$ cat src/rtl/clkdiv_if.sv
// ----------------------------------------------------------------------------
// clkdiv_if
// Control and status bundle of the programmable clock divider.
//
// Signals:
//   en          run request, sampled by the divider only at period boundaries
//   div         requested divisor
//   div_load    single-cycle strobe, captures div as the pending divisor
//   clk_out     divided clock
//   tick        one source-cycle pulse per output period, with the clk_out rise
//   busy        an output period is in progress
//   div_active  divisor in force for the current/next period
//
// Handshake: div_load is a plain strobe with no back-pressure. Every clk_in
// posedge that sees div_load=1 captures div; the divider never refuses a load
// and the last load before a period boundary is the one that takes effect.
//
// Modports: master = controller side, slave = divider side.
// ----------------------------------------------------------------------------
interface clkdiv_if #(
    parameter int WIDTH = 8
);
    logic             en;
    logic [WIDTH-1:0] div;
    logic             div_load;
    logic             clk_out;
    logic             tick;
    logic             busy;
    logic [WIDTH-1:0] div_active;

    modport master (
        output en,
        output div,
        output div_load,
        input  clk_out,
        input  tick,
        input  busy,
        input  div_active
    );

    modport slave (
        input  en,
        input  div,
        input  div_load,
        output clk_out,
        output tick,
        output busy,
        output div_active
    );
endinterface

$ cat src/rtl/clkdiv_prog.sv
// ----------------------------------------------------------------------------
// clkdiv_prog
// Runtime-programmable integer clock divider: clk_out = clk_in / D with 50 %
// duty for both even and odd D. Odd D uses a negedge half-cycle register to
// stretch the high phase by half a source cycle.
//
// Ports:
//   clk_in   source clock (posedge logic, plus one negedge register)
//   rst_n    asynchronous active-low reset
//   bus      clkdiv_if slave modport (en, div, div_load in;
//            clk_out, tick, busy, div_active out)
//
// Parameters:
//   WIDTH        width of the divisor and of the period counter
//   DEFAULT_DIV  divisor in force after reset (2 .. 2^WIDTH-1)
// ----------------------------------------------------------------------------
module clkdiv_prog #(
    parameter int WIDTH       = 8,
    parameter int DEFAULT_DIV = 25
) (
    input  logic     clk_in,
    input  logic     rst_n,
    clkdiv_if.slave  bus
);
    localparam logic [WIDTH-1:0] ONE = WIDTH'(1);
    localparam logic [WIDTH-1:0] TWO = WIDTH'(2);

    logic [WIDTH-1:0] r_cnt;
    logic [WIDTH-1:0] r_pending;
    logic             r_pending_valid;
    logic [WIDTH-1:0] r_div_active;
    logic             r_busy;
    logic             r_phase;
    logic             r_odd;
    logic             r_tick;
    logic             r_half;

    logic             w_last;
    logic             w_boundary;
    logic             w_start;
    logic [WIDTH-1:0] w_next_div;
    logic [WIDTH-1:0] w_cnt_inc;
    logic [WIDTH-1:0] w_half_len;
    logic [WIDTH-1:0] w_load_val;

    // div_active is always >= 2, so D-1 never underflows and the counter
    // never needs to exceed D-1 (no wrap even for D = 2^WIDTH-1).
    assign w_last     = (r_cnt == (r_div_active - ONE));
    // A boundary is either idle or the last cycle of a running period.
    assign w_boundary = !r_busy || w_last;
    assign w_start    = w_boundary && bus.en;
    assign w_next_div = r_pending_valid ? r_pending : r_div_active;
    assign w_cnt_inc  = r_cnt + ONE;
    assign w_half_len = r_div_active >> 1;
    // Divisors 0 and 1 cannot produce a waveform; treat them as 2.
    assign w_load_val = (bus.div <= ONE) ? TWO : bus.div;

    always_ff @(posedge clk_in or negedge rst_n) begin
        if (!rst_n) begin
            r_cnt           <= '0;
            r_pending       <= '0;
            r_pending_valid <= 1'b0;
            r_div_active    <= WIDTH'(DEFAULT_DIV);
            r_busy          <= 1'b0;
            r_phase         <= 1'b0;
            r_odd           <= 1'b0;
            r_tick          <= 1'b0;
        end else begin
            if (bus.div_load) begin
                r_pending <= w_load_val;
            end

            // A load on the start edge itself stays pending for the next
            // boundary, so it must win over the clear.
            if (bus.div_load) begin
                r_pending_valid <= 1'b1;
            end else if (w_start) begin
                r_pending_valid <= 1'b0;
            end

            if (w_start) begin
                r_div_active <= w_next_div;
                r_odd        <= w_next_div[0];
                r_cnt        <= '0;
                r_busy       <= 1'b1;
                r_phase      <= 1'b1;   // H = floor(D/2) >= 1 always
                r_tick       <= 1'b1;
            end else if (w_boundary) begin
                r_cnt   <= '0;
                r_busy  <= 1'b0;
                r_phase <= 1'b0;
                r_tick  <= 1'b0;
            end else begin
                r_cnt   <= w_cnt_inc;
                // High for counts 0 .. H-1.
                r_phase <= (w_cnt_inc < w_half_len);
                r_tick  <= 1'b0;
            end
        end
    end

    // Half-cycle register: follows phase half a cycle late for odd D, so the
    // OR below is high H+0.5 cycles. Only one of phase/half moves per edge.
    always_ff @(negedge clk_in or negedge rst_n) begin
        if (!rst_n) begin
            r_half <= 1'b0;
        end else begin
            r_half <= r_odd & r_phase;
        end
    end

    assign bus.clk_out    = r_phase | r_half;
    assign bus.tick       = r_tick;
    assign bus.busy       = r_busy;
    assign bus.div_active = r_div_active;

endmodule

$ cat src/flat_wrapper.sv
// flat-port wrapper written by rule: the top's interface ports become plain ports
module clkdiv_prog_flat 
#(
    parameter int WIDTH       = 8,
    parameter int DEFAULT_DIV = 25
)
  (clk_in, rst_n, bus_en, bus_div, bus_div_load, bus_clk_out, bus_tick, bus_busy, bus_div_active);
  clkdiv_if #(.WIDTH(WIDTH)) bus_i ();
  input  logic clk_in;
  input  logic rst_n;
  input wire logic [$bits(bus_i.en)-1:0] bus_en;
  input wire logic [$bits(bus_i.div)-1:0] bus_div;
  input wire logic [$bits(bus_i.div_load)-1:0] bus_div_load;
  output wire logic [$bits(bus_i.clk_out)-1:0] bus_clk_out;
  output wire logic [$bits(bus_i.tick)-1:0] bus_tick;
  output wire logic [$bits(bus_i.busy)-1:0] bus_busy;
  output wire logic [$bits(bus_i.div_active)-1:0] bus_div_active;
  assign bus_i.en = bus_en;
  assign bus_i.div = bus_div;
  assign bus_i.div_load = bus_div_load;
  assign bus_clk_out = bus_i.clk_out;
  assign bus_tick = bus_i.tick;
  assign bus_busy = bus_i.busy;
  assign bus_div_active = bus_i.div_active;
  clkdiv_prog #(.WIDTH(WIDTH), .DEFAULT_DIV(DEFAULT_DIV)) u_core (.clk_in(clk_in), .rst_n(rst_n), .bus(bus_i));
endmodule
$ cat config.mk
export PLATFORM = sky130hd
export DESIGN_NAME = clkdiv_prog_flat
export DESIGN_NICKNAME = d
export VERILOG_FILES = /design/src/rtl/clkdiv_if.sv /design/src/rtl/clkdiv_prog.sv /design/src/flat_wrapper.sv
export SDC_FILE = /design/constraint.sdc
export NUM_CORES = 1
export LEC_CHECK = 0
export CORE_MARGIN = 3
export CORE_UTILIZATION = 57
export CTS_BUF_LIST = sky130_fd_sc_hd__clkbuf_4 sky130_fd_sc_hd__clkbuf_8
export CTS_CLUSTER_SIZE = 12
export DETAILED_ROUTE_END_ITERATION = 12
export GPL_TIMING_DRIVEN = 0
export MAX_ROUTING_LAYER = met4
export PLACE_DENSITY = 0.88
export RECOVER_POWER = 25
export SYNTH_ARGS = -nofsm -noshare
export SYNTH_HDL_FRONTEND = slang
export SYNTH_SLANG_ARGS = --single-unit
$ cat constraint.sdc
create_clock -name clk_in -period 3.1 [get_ports clk_in]
set_input_delay 0.62 -clock clk_in [delete_from_list [all_inputs] [get_ports clk_in]]
set_output_delay 0.62 -clock clk_in [all_outputs]
set_load 0.005 [all_outputs]
==> results.ini, run 1 <==
[synth]
ys_seq_elements=30
synth_cells=194
syn_avg_cell_area_um2=9.75
postSynth.asyncResetShare=1.00
synth_ff_type=dfrtp_1
synth.distinct_cells=42
synth_nets=214
syn-cell-area_um2=1890
synth_seq_area_share=0.399
synth_edf_count=0
synth_warnings=0

[final_layout]
areaGrowthSynthToFinish_pct=18.5
num-nets-final=244
diodes=0
drive_above_1_share=0.142
final_cells=269

[routing]
route.detailed.drc=0
num_vias=1574
drt-initial-drc-count=129
wl_per_cell_um=16.2
firstDrtPassIters=4
wl_mm=4.35
via_per_inst=5.85
antenna_left=0

[global_routing]
grt_pass1_wl_mm=7.36
grt_max_degree=31
overflow=0
grt_usage=0.242
antenna_found_initial=0
grt_pass1_vias=1574

[timing]
holdWs_ns=0.307
setup_violations=1
relSlewSlack=0.203
rsz0062_at_grt=true
hold_viol_final=0
skew_ns=0.0139
fin_ws_ns=-0.0481
slew_viol_final=0
tightest_slew_ns=1.19

[clocking]
cts_tree=built
htree_levels=2
cts.sinks=30
cts-root-buf=clkbuf_4
clock_latency_ns=0.33
clkTransAtPathRegs_ns=0.09
cts_buffers=5
max-clock-path-buffers=2

[setup_path]
end_kind=output port
crit_fanout=1
reg2reg_to=u_core.r_phase$_DFF_PN0_
rr_startpoint=u_core.bus.div_active[0]$_DFFE_PN1P_
criticalPathCategory=register to output port
cp_data_arrival_time_ns=2.53
r2r_setup_slack_ns=0.10
required_ns=2.48
crit_start=u_core.r_half$_DFF_NN0_
r2r_cells=9
critPathLaunchType=register

[place]
gp_congestion=0.933
io_buffers=21
place_hpwl_mm=3.09
dp.cells=259

[outcome]
violations=setup timing
status=complete, but fails checks

[floorplan]
die-area_um2=4050
fp.dieH_um=63.6
start_util=0.610
io-pin-count=23
core-area_um2=3100
die_w_um=63.6
num_rows=20

[min_path]
worstHoldPathType=input pin to async pin

[power_and_ir_drop]
pwr_density_cell_nw_per_um2=321
p_leak_nw=1.03
ir_drop_mv=0.246
p_total_w=0.000719

[run]
maxCapViolations=0

[sequential cells by signal (all words and copies together) (netlist names)]
name                    count
u_core.bus.div_active       8
u_core.r_cnt                8
u_core.r_pending            8
u_core.bus.busy             1
u_core.bus.tick             1
u_core.r_half               1
u_core.r_odd                1
u_core.r_pending_valid      1
u_core.r_phase              1
[synth_stat cells (all sizes together), types with 3 or more instances]
cell type	count	area (um2)
nor2b	6	37.5
dfstp	3	78.8
nand2	13	48.8
xnor2	12	105
o21ai	3	15.0
dfrtp	26	651
o211ai	8	60.1
and3	4	25.0
o41ai	9	105
nand3	5	25.0
a21oi	8	40.0
clkbuf	8	30.0
a31oi	10	62.6
buf	3	27.5
inv	14	52.6
nor2	10	37.5
and2	10	62.6
ha	8	100
mux2	8	90.1
[layout by cell type (no fill, tap or decap), types with 10 or more instances in the layout]
| cell | instances |
|---|---|
| and2_1 | 10 |
| inv_1 | 14 |
| a31oi_1 | 10 |
| clkdlybuf4s50_1 | 19 |
| nand2_1 | 13 |
| xnor2_1 | 12 |
| dfrtp_1 | 26 |
| nor2_1 | 10 |
[cell type report]
| type | instances | area [um2] |
|---|---|---|
| inverters | 14 | 52.6 |
| well taps | 44 | 55.1 |
| clock buffers | 8 | 66.3 |
| multi-input cells | 139 | 1040 |
| plain buffers | 11 | 57.6 |
| flip-flops and latches | 30 | 754 |
| fillers | 260 | 861 |
| repair buffers | 23 | 215 |
[per-layer routing]
metal  track usage  vias up  part of all wire
met4        0.0970        0             0.011
met5             -        -                 0
met2         0.366       61              0.47
li1              -      764                 -
met3        0.0570        6             0.067
met1         0.312      743              0.45
[what timing repair did]
item,in CTS,in global routing
setup buffers,0,2
gates resized for setup,4,2
endpoints found under the setup margin,3,4
hold buffers,0,0
[worst max-delay path by stage]
stage	slack (ns)	cells past startpoint	end
2_1_floorplan	0.25	9	u_core.r_phase$_DFF_PN0_
3_3_place_gp	-0.54	1	u_core.r_half$_DFF_NN0_
3_5_place_dp	-0.57	1	u_core.r_half$_DFF_NN0_
4_1_cts	-0.20	2	bus_clk_out
5_1_grt	-0.09	2	bus_clk_out
6_report	-0.05	2	bus_clk_out
[worst max-delay path, stage by stage, from the launching register on]
cell and delay [ns]:
dfrtn_1 0.34, or2_4 0.22, clkbuf_2 0.11
[where the power goes]
group	switching (W)	internal, W	total (W)
registers	0.00000958	0.000402	0.000411
logic	0.0000239	0.0000246	0.0000485
clock network	0.000130	0.000129	0.000260
total	0.000164	0.000555	0.000719
[per-stage QoR]
stage	area [um2]	utilization	setup TNS, ns	setup slack, ns
floorplan	1890	-	0	0.249
detailed placement	2160	0.695	-0.640	-0.571
global placement	2160	0.695	-0.625	-0.540
global route	2240	0.723	-0.0866	-0.0866
CTS	2230	0.720	-0.203	-0.203
finish	2240	0.723	-0.0481	-0.0481
[logic make-up after synthesis]
group                    share of synthesized area
AO/OA/AOI/OAI                                0.225
XOR/XNOR                                    0.0648
flip-flops                                   0.399
multiplexers                                0.0476
AND/OR/NAND/NOR                              0.153
buffers and inverters                       0.0582
adder cells (fa/ha/maj)                     0.0529
Power figures use the tool's default switching activity.
==> run 2: changes to the inputs <==
CORE_UTILIZATION = 40   (was 57)
PLACE_DENSITY = 0.68   (was 0.88)
==> run 2 against run 1 <==
Effect of this change:
- the flow still finishes with violations (setup timing)
- final area rose by 1.1%
- setup slack improved by 0.040 ns
- wire length fell by 0.71%
- first-iteration DRC count fell by 44%
- non-clock buffer count fell by 2
- register-to-register slack got worse by 0.02 ns
==> results.ini, run 2 (synthesis gave the netlist of run 1 again) <==
[outcome]
status=complete, but fails checks
violations=setup timing

[routing]
wl_per_cell_um=15.7  ; -2.9%
drt-initial-drc-count=72  ; -44%
firstDrtPassIters=4  ; unchanged
via_per_inst=5.48  ; -6.3%
wl_mm=4.32  ; -0.71%
route.detailed.drc=0  ; unchanged
num_vias=1507  ; -4.3%
antenna_left=0  ; unchanged

[setup_path]
cpMaxStageDelayCell=dfrtn_1
reg2reg_to=u_core.r_phase$_DFF_PN0_
required_ns=2.48  ; about the same
cp_data_arrival_time_ns=2.49  ; -0.04 ns
crit_fanout=1  ; unchanged
cpPeakStageDelay_ns=0.33  ; about the same
r2r_cells=9  ; unchanged
crit_start=u_core.r_half$_DFF_NN0_
r2r_setup_slack_ns=0.08  ; -0.02 ns
crit_chain=or2_4 > clkbuf_2
crit_family=flip-flops
end_kind=output port
rr_startpoint=u_core.bus.div_active[0]$_DFFE_PN1P_
crit_buf_inv=1  ; unchanged
criticalPathCategory=register to output port
critPathLaunchType=register
crit_cells=2  ; unchanged

[final_layout]
fillers=403  ; +55%
finish.instance_area_um2=2270  ; +1.1%
diodes=0  ; unchanged
most-common-layout-cells=dfrtp_1, clkdlybuf4s50_1, inv_1
areaGrowthSynthToFinish_pct=19.8
final_cells=275  ; +2.2%
final_common_cell=dfrtp_1
drive_above_1_share=0.135  ; -0.00769
num-nets-final=242  ; -0.82%

[clocking]
cts_tree=built
htree_levels=2  ; unchanged
cts.sinks=30  ; unchanged
clkTransAtPathRegs_ns=0.07  ; -0.02 ns
holdBufCountCts=0  ; unchanged
cts_resized=3  ; -1
clock_latency_ns=0.28  ; -0.05 ns
cts_setup_buffers=0  ; unchanged
cts_buffers=5  ; unchanged
cts-root-buf=clkbuf_8
max-clock-path-buffers=2  ; unchanged

[timing]
relSlewSlack=0.212  ; +0.00863
setup_violations=1  ; unchanged
final.setup.tns_ns=-0.00774  ; +0.0404 ns
skew_ns=0.00987  ; -0.00407 ns
fin_ws_ns=-0.00774  ; +0.0404 ns
tightest_slew_ns=1.18  ; -0.0129 ns
slew_viol_final=0  ; unchanged
rsz0062_at_grt=true
hold_viol_final=0  ; unchanged
holdWs_ns=0.359  ; +0.0523 ns

[place]
place_ws_ns=-0.608  ; -0.0370 ns
io_buffers=21  ; unchanged
detailed_place.area_um2=2170  ; +0.46%
gp_congestion=0.848  ; -9.1%
place_hpwl_mm=3.22  ; +4.3%
dp.cells=267  ; +3.1%

[global_routing]
antenna_found_initial=0  ; unchanged
overflow=0  ; unchanged
grt_max_degree=31  ; unchanged
grt_pass1_vias=1429  ; -9.2%
grt_usage=0.180  ; -0.0619
grt_pass1_wl_mm=7.20  ; -2.3%

[floorplan]
die-area_um2=5590  ; +38%
num_rows=24  ; +20%
io-pin-count=23  ; unchanged
start_util=0.423  ; -0.187
die_w_um=74.8  ; +18%
core-area_um2=4470  ; +44%
fp.dieH_um=74.8  ; +18%

[run]
maxCapViolations=0  ; unchanged

[min_path]
worstHoldPathType=input pin to async pin

[power_and_ir_drop]
p_leak_nw=1.03  ; about the same
ir_drop_mv=0.310  ; +26%
pwr_density_cell_nw_per_um2=347  ; +8.1%

## run 2: cell count changes in the layout (fill, tap and decap cells not counted), sizes merged
| cell | before | now |
|---|---|---|
| clkinvlp | 0 | 1 |
| buf | 6 | 4 |
| clkbuf | 17 | 15 |
| clkinv | 0 | 1 |
## run 2: routing by layer
layer / part of all wire / track usage / vias up
li1: - / - / 758
met1: 0.48 / 0.242 / 714
met2: 0.46 / 0.260 / 31
met3: 0.039 / 0.0414 / 4
met4: 0.016 / 0.0751 / 0
met5: 0 / - / -
## run 2: how the worst max path moves through the flow
stage / to / slack [ns]
after detailed placement: u_core.r_half$_DFF_NN0_ / -0.61
after CTS: bus_clk_out / -0.15
final: bus_clk_out / -0.008
after global routing: bus_clk_out / -0.05
after global placement: u_core.r_half$_DFF_NN0_ / -0.60
after floorplan: u_core.r_phase$_DFF_PN0_ / 0.25
## run 2: area by class of cell
cell class | instances | area (um2) | share of cell area
Timing Repair Buffer | 21 | 200 | 0.0883
Multi-Input combinational cell | 139 | 1040 | 0.459
Inverter | 14 | 52.6 | 0.0232
Buffer | 11 | 57.6 | 0.0254
Clock inverter | 2 | 12.5 | 0.00552
Clock buffer | 6 | 82.6 | 0.0364
Sequential cell | 30 | 754 | 0.333
Tap cell | 52 | 65.1 | 0.0287
## run 2: power by group
part	leakage (nW)	internal, W	switching [W]
Combinational	0.652	0.0000246	0.0000235
Clock	0.0472	0.000178	0.000148
Sequential	0.334	0.000402	0.00000946
Total	1.03	0.000605	0.000181
## run 2: metrics by stage
stage	util	total power (W)
after floorplan	-	0.000439
after global placement	0.484	0.000468
after detailed placement	0.484	0.000469
after CTS	0.505	0.000797
after global routing	0.506	0.000821
final	0.506	0.000786
## run 2: worst reg2reg max path, cell delays in order, from the launching register on
cell     delay [ns]
dfstp_2        0.58
inv_1          0.09
ha_1           0.32
xnor2_1        0.13
a311o_1        0.27
or4_4          0.56
buf_6          0.17
or4_4          0.42
buf_6          0.16
a41o_1         0.21
==> run 3: changes to the inputs <==
ABC_AREA = 1   (was not set)
==> run 3 against run 2 <==
Effect of this change:
- the run still ends with setup timing left
- first-iteration DRC count shrank 26%
- total power decreased by 2.2%
- wire length fell by 21%
- utilization increased by 0.52 points
- area after synthesis shrank 8.9%
- clock-buffer cell count increased by 1
- critical path depth stayed put
- largest cell class unchanged
- highest routed layer unchanged
==> results.ini, run 3 <==
[final_layout]
fillers=421  ; +4.5%
finish.instance_area_um2=2090  ; -7.7%
diodes=0  ; unchanged
num-nets-final=280  ; +16%
most-common-layout-cells=nand2_1, inv_1, dfrtp_1
final_common_cell=nand2_1
drive_above_1_share=0.0843  ; -0.0502
areaGrowthSynthToFinish_pct=21.3

[floorplan]
core-area_um2=4090  ; -8.7%
num_rows=23  ; -4.2%
io-pin-count=23  ; unchanged
start_util=0.422  ; -0.000896
die_w_um=71.7  ; -4.2%
fp.dieH_um=71.7  ; -4.2%
die-area_um2=5130  ; -8.2%

[synth]
yosys-top-cells-area=dfrtp_1, nand2_1, inv_1
ys_seq_elements=30  ; unchanged
synthMostInstantiatedCell=nand2_1
synth_cells=232  ; +20%
syn-cell-area_um2=1720  ; -8.9%
postSynth.asyncResetShare=1.00  ; unchanged
synth.distinct_cells=26  ; -38%
syn_avg_cell_area_um2=7.43  ; -24%
synth_nets=252  ; +18%
synth_warnings=0  ; unchanged
ys_top_cells_by_count=nand2_1, inv_1, dfrtp_1, nor2_1, nand3_1
synth_edf_count=0  ; unchanged
synth_top_area_share=0.377  ; +0.0334
yosysTopAreaCell=dfrtp_1
synth_seq_area_share=0.438  ; +0.0388
synth_ff_type=dfrtp_1

[global_routing]
antenna_found_initial=0  ; unchanged
grt_usage=0.158  ; -0.0219
overflow=0  ; unchanged
grt_pass1_vias=1438  ; +0.63%
grt_max_degree=31  ; unchanged
grt_pass1_wl_mm=6.22  ; -14%

[timing]
skew_ns=0.0111  ; +0.00128 ns
setup_violations=1  ; unchanged
relSlewSlack=0.565  ; +0.353
slew_viol_final=0  ; unchanged
hold_viol_final=0  ; unchanged
fin_ws_ns=-0.00676  ; +0.000985 ns
tightest_slew_ns=0.653  ; -0.524 ns
rsz0062_at_grt=true

[clocking]
holdBufCountCts=0  ; unchanged
clock_latency_ns=0.28  ; about the same
cts.sinks=30  ; unchanged
cts-root-buf=clkbuf_8
cts_buffers=5  ; unchanged
cts_tree=built
clkTransAtPathRegs_ns=0.06  ; about the same
htree_levels=2  ; unchanged
max-clock-path-buffers=2  ; unchanged

[routing]
firstDrtPassIters=4  ; unchanged
num_vias=1476  ; -2.1%
wl_per_cell_um=11.0  ; -30%
via_per_inst=4.75  ; -13%
route.detailed.drc=0  ; unchanged
drt-initial-drc-count=53  ; -26%
antenna_left=0  ; unchanged
wl_mm=3.43  ; -21%

[setup_path]
crit_chain=or2_4 > buf_6
end_kind=output port
crit_buf_inv=1  ; unchanged
reg2reg_to=u_core.r_half$_DFF_NN0_
crit_cells=2  ; unchanged
crit_start=u_core.r_half$_DFF_NN0_
critPathLaunchType=register
cp_data_arrival_time_ns=2.49  ; about the same
r2r_cells=2  ; -7
cpMaxStageDelayCell=dfrtn_1
required_ns=2.48  ; about the same
crit_family=flip-flops
crit_path_end=bus_clk_out
criticalPathCategory=register to output port
cpPeakStageDelay_ns=0.32  ; about the same
r2r_setup_slack_ns=0.94  ; +0.86 ns
rr_startpoint=u_core.r_phase$_DFF_PN0_
crit_fanout=1  ; unchanged

[place]
detailed_place.area_um2=2000  ; -7.9%
place_hpwl_mm=2.74  ; -15%
io_buffers=21  ; unchanged
gp_congestion=0.846  ; -0.24%

[outcome]
status=complete, but fails checks
violations=setup timing

[power_and_ir_drop]
ir_drop_mv=0.289  ; -6.5%
p_leak_nw=1.11  ; +7.0%
pwr_density_cell_nw_per_um2=368  ; +6.0%
p_total_w=0.000769  ; -2.2%

[run]
maxCapViolations=0  ; unchanged

[min_path]
worstHoldPathType=input pin to async pin

run 3: changes by cell type after synthesis, moves of 10 or more:
cell	delta
nor2_1	+14
nand3_1	+11
xnor2_1	-11
inv_1	+18
and2_1	-10
nand2_1	+67
a31oi_1	-10
run 3: cell type report:
class                           instances  area, um2  share of cell area
Multi-Input combinational cell        165        821               0.393
Timing Repair Buffer                   21        206              0.0987
Clock inverter                          1       5.00             0.00239
Tap cell                               50       62.6              0.0299
Inverter                               32        120              0.0575
Sequential cell                        30        754               0.361
Clock buffer                            7       90.1              0.0431
Buffer                                  5       31.3              0.0150
run 3: where the power goes:
group	leakage, nW	internal (W)	switching [W]	total [W]
clock	0.0517	0.000187	0.000139	0.000326
sequential	0.369	0.000401	0.00000504	0.000406
combinational	0.685	0.0000161	0.0000202	0.0000364
total	1.11	0.000605	0.000164	0.000769
run 3: timing repair:
| item | in CTS | in global routing |
|---|---|---|
| setup endpoints to repair | 2 | 1 |
| buffers inserted | 0 | 0 |
| pin swaps | 0 | 0 |
| resized for setup | 8 | 0 |
run 3: stage by stage:
step | utilization | std cells | setup TNS (ns) | setup slack, ns | hold slack, ns
floorplan | - | 232 | 0 | 0.362 | 0.324
global placement | 0.489 | 303 | -0.626 | -0.556 | 0.456
detailed placement | 0.489 | 303 | -0.672 | -0.598 | 0.462
CTS | 0.513 | 311 | -0.0194 | -0.0194 | 0.477
global route | 0.512 | 311 | -0.0372 | -0.0372 | 0.416
finish | 0.512 | 311 | -0.00676 | -0.00676 | 0.373
run 3: logic make-up (layout without fill, tap and decap cells):
kind of cell,after synthesis,after routing,synth area share
adders and majority gates,8,8,0.0581
xor gates and xnor gates,7,7,0.0356
and+or+nand+nor,138,138,0.345
DFF,30,30,0.438
buffers and inverters,37,66,0.0878
AOI/OAI and AO/OA,12,12,0.0363
run 3: worst min-delay path by stage:
stage | from | end | slack (ns) | depth (start not counted)
final | rst_n | u_core.r_cnt[2]$_DFF_PN0_ | 0.37 | 1
after floorplan | rst_n | u_core.bus.busy$_DFFE_PN0P_ | 0.32 | 0
after detailed placement | u_core.r_pending[4]$_DFFE_PN0P_ | u_core.r_pending[4]$_DFFE_PN0P_ | 0.46 | 2
after global routing | rst_n | u_core.r_cnt[2]$_DFF_PN0_ | 0.42 | 1
after CTS | u_core.r_pending[4]$_DFFE_PN0P_ | u_core.r_pending[4]$_DFFE_PN0P_ | 0.48 | 2
after global placement | u_core.r_pending[4]$_DFFE_PN0P_ | u_core.r_pending[4]$_DFFE_PN0P_ | 0.46 | 2
run 3: routing by layer:
metal / routed length, um / part of all wire / up-vias / global-route usage
li1: - / - / 783 / -
met5: 0 / 0 / - / -
met4: 59 / 0.017 / 0 / 0.0543
met2: 1610 / 0.47 / 25 / 0.258
met3: 125 / 0.036 / 6 / 0.0407
met1: 1640 / 0.48 / 662 / 0.189
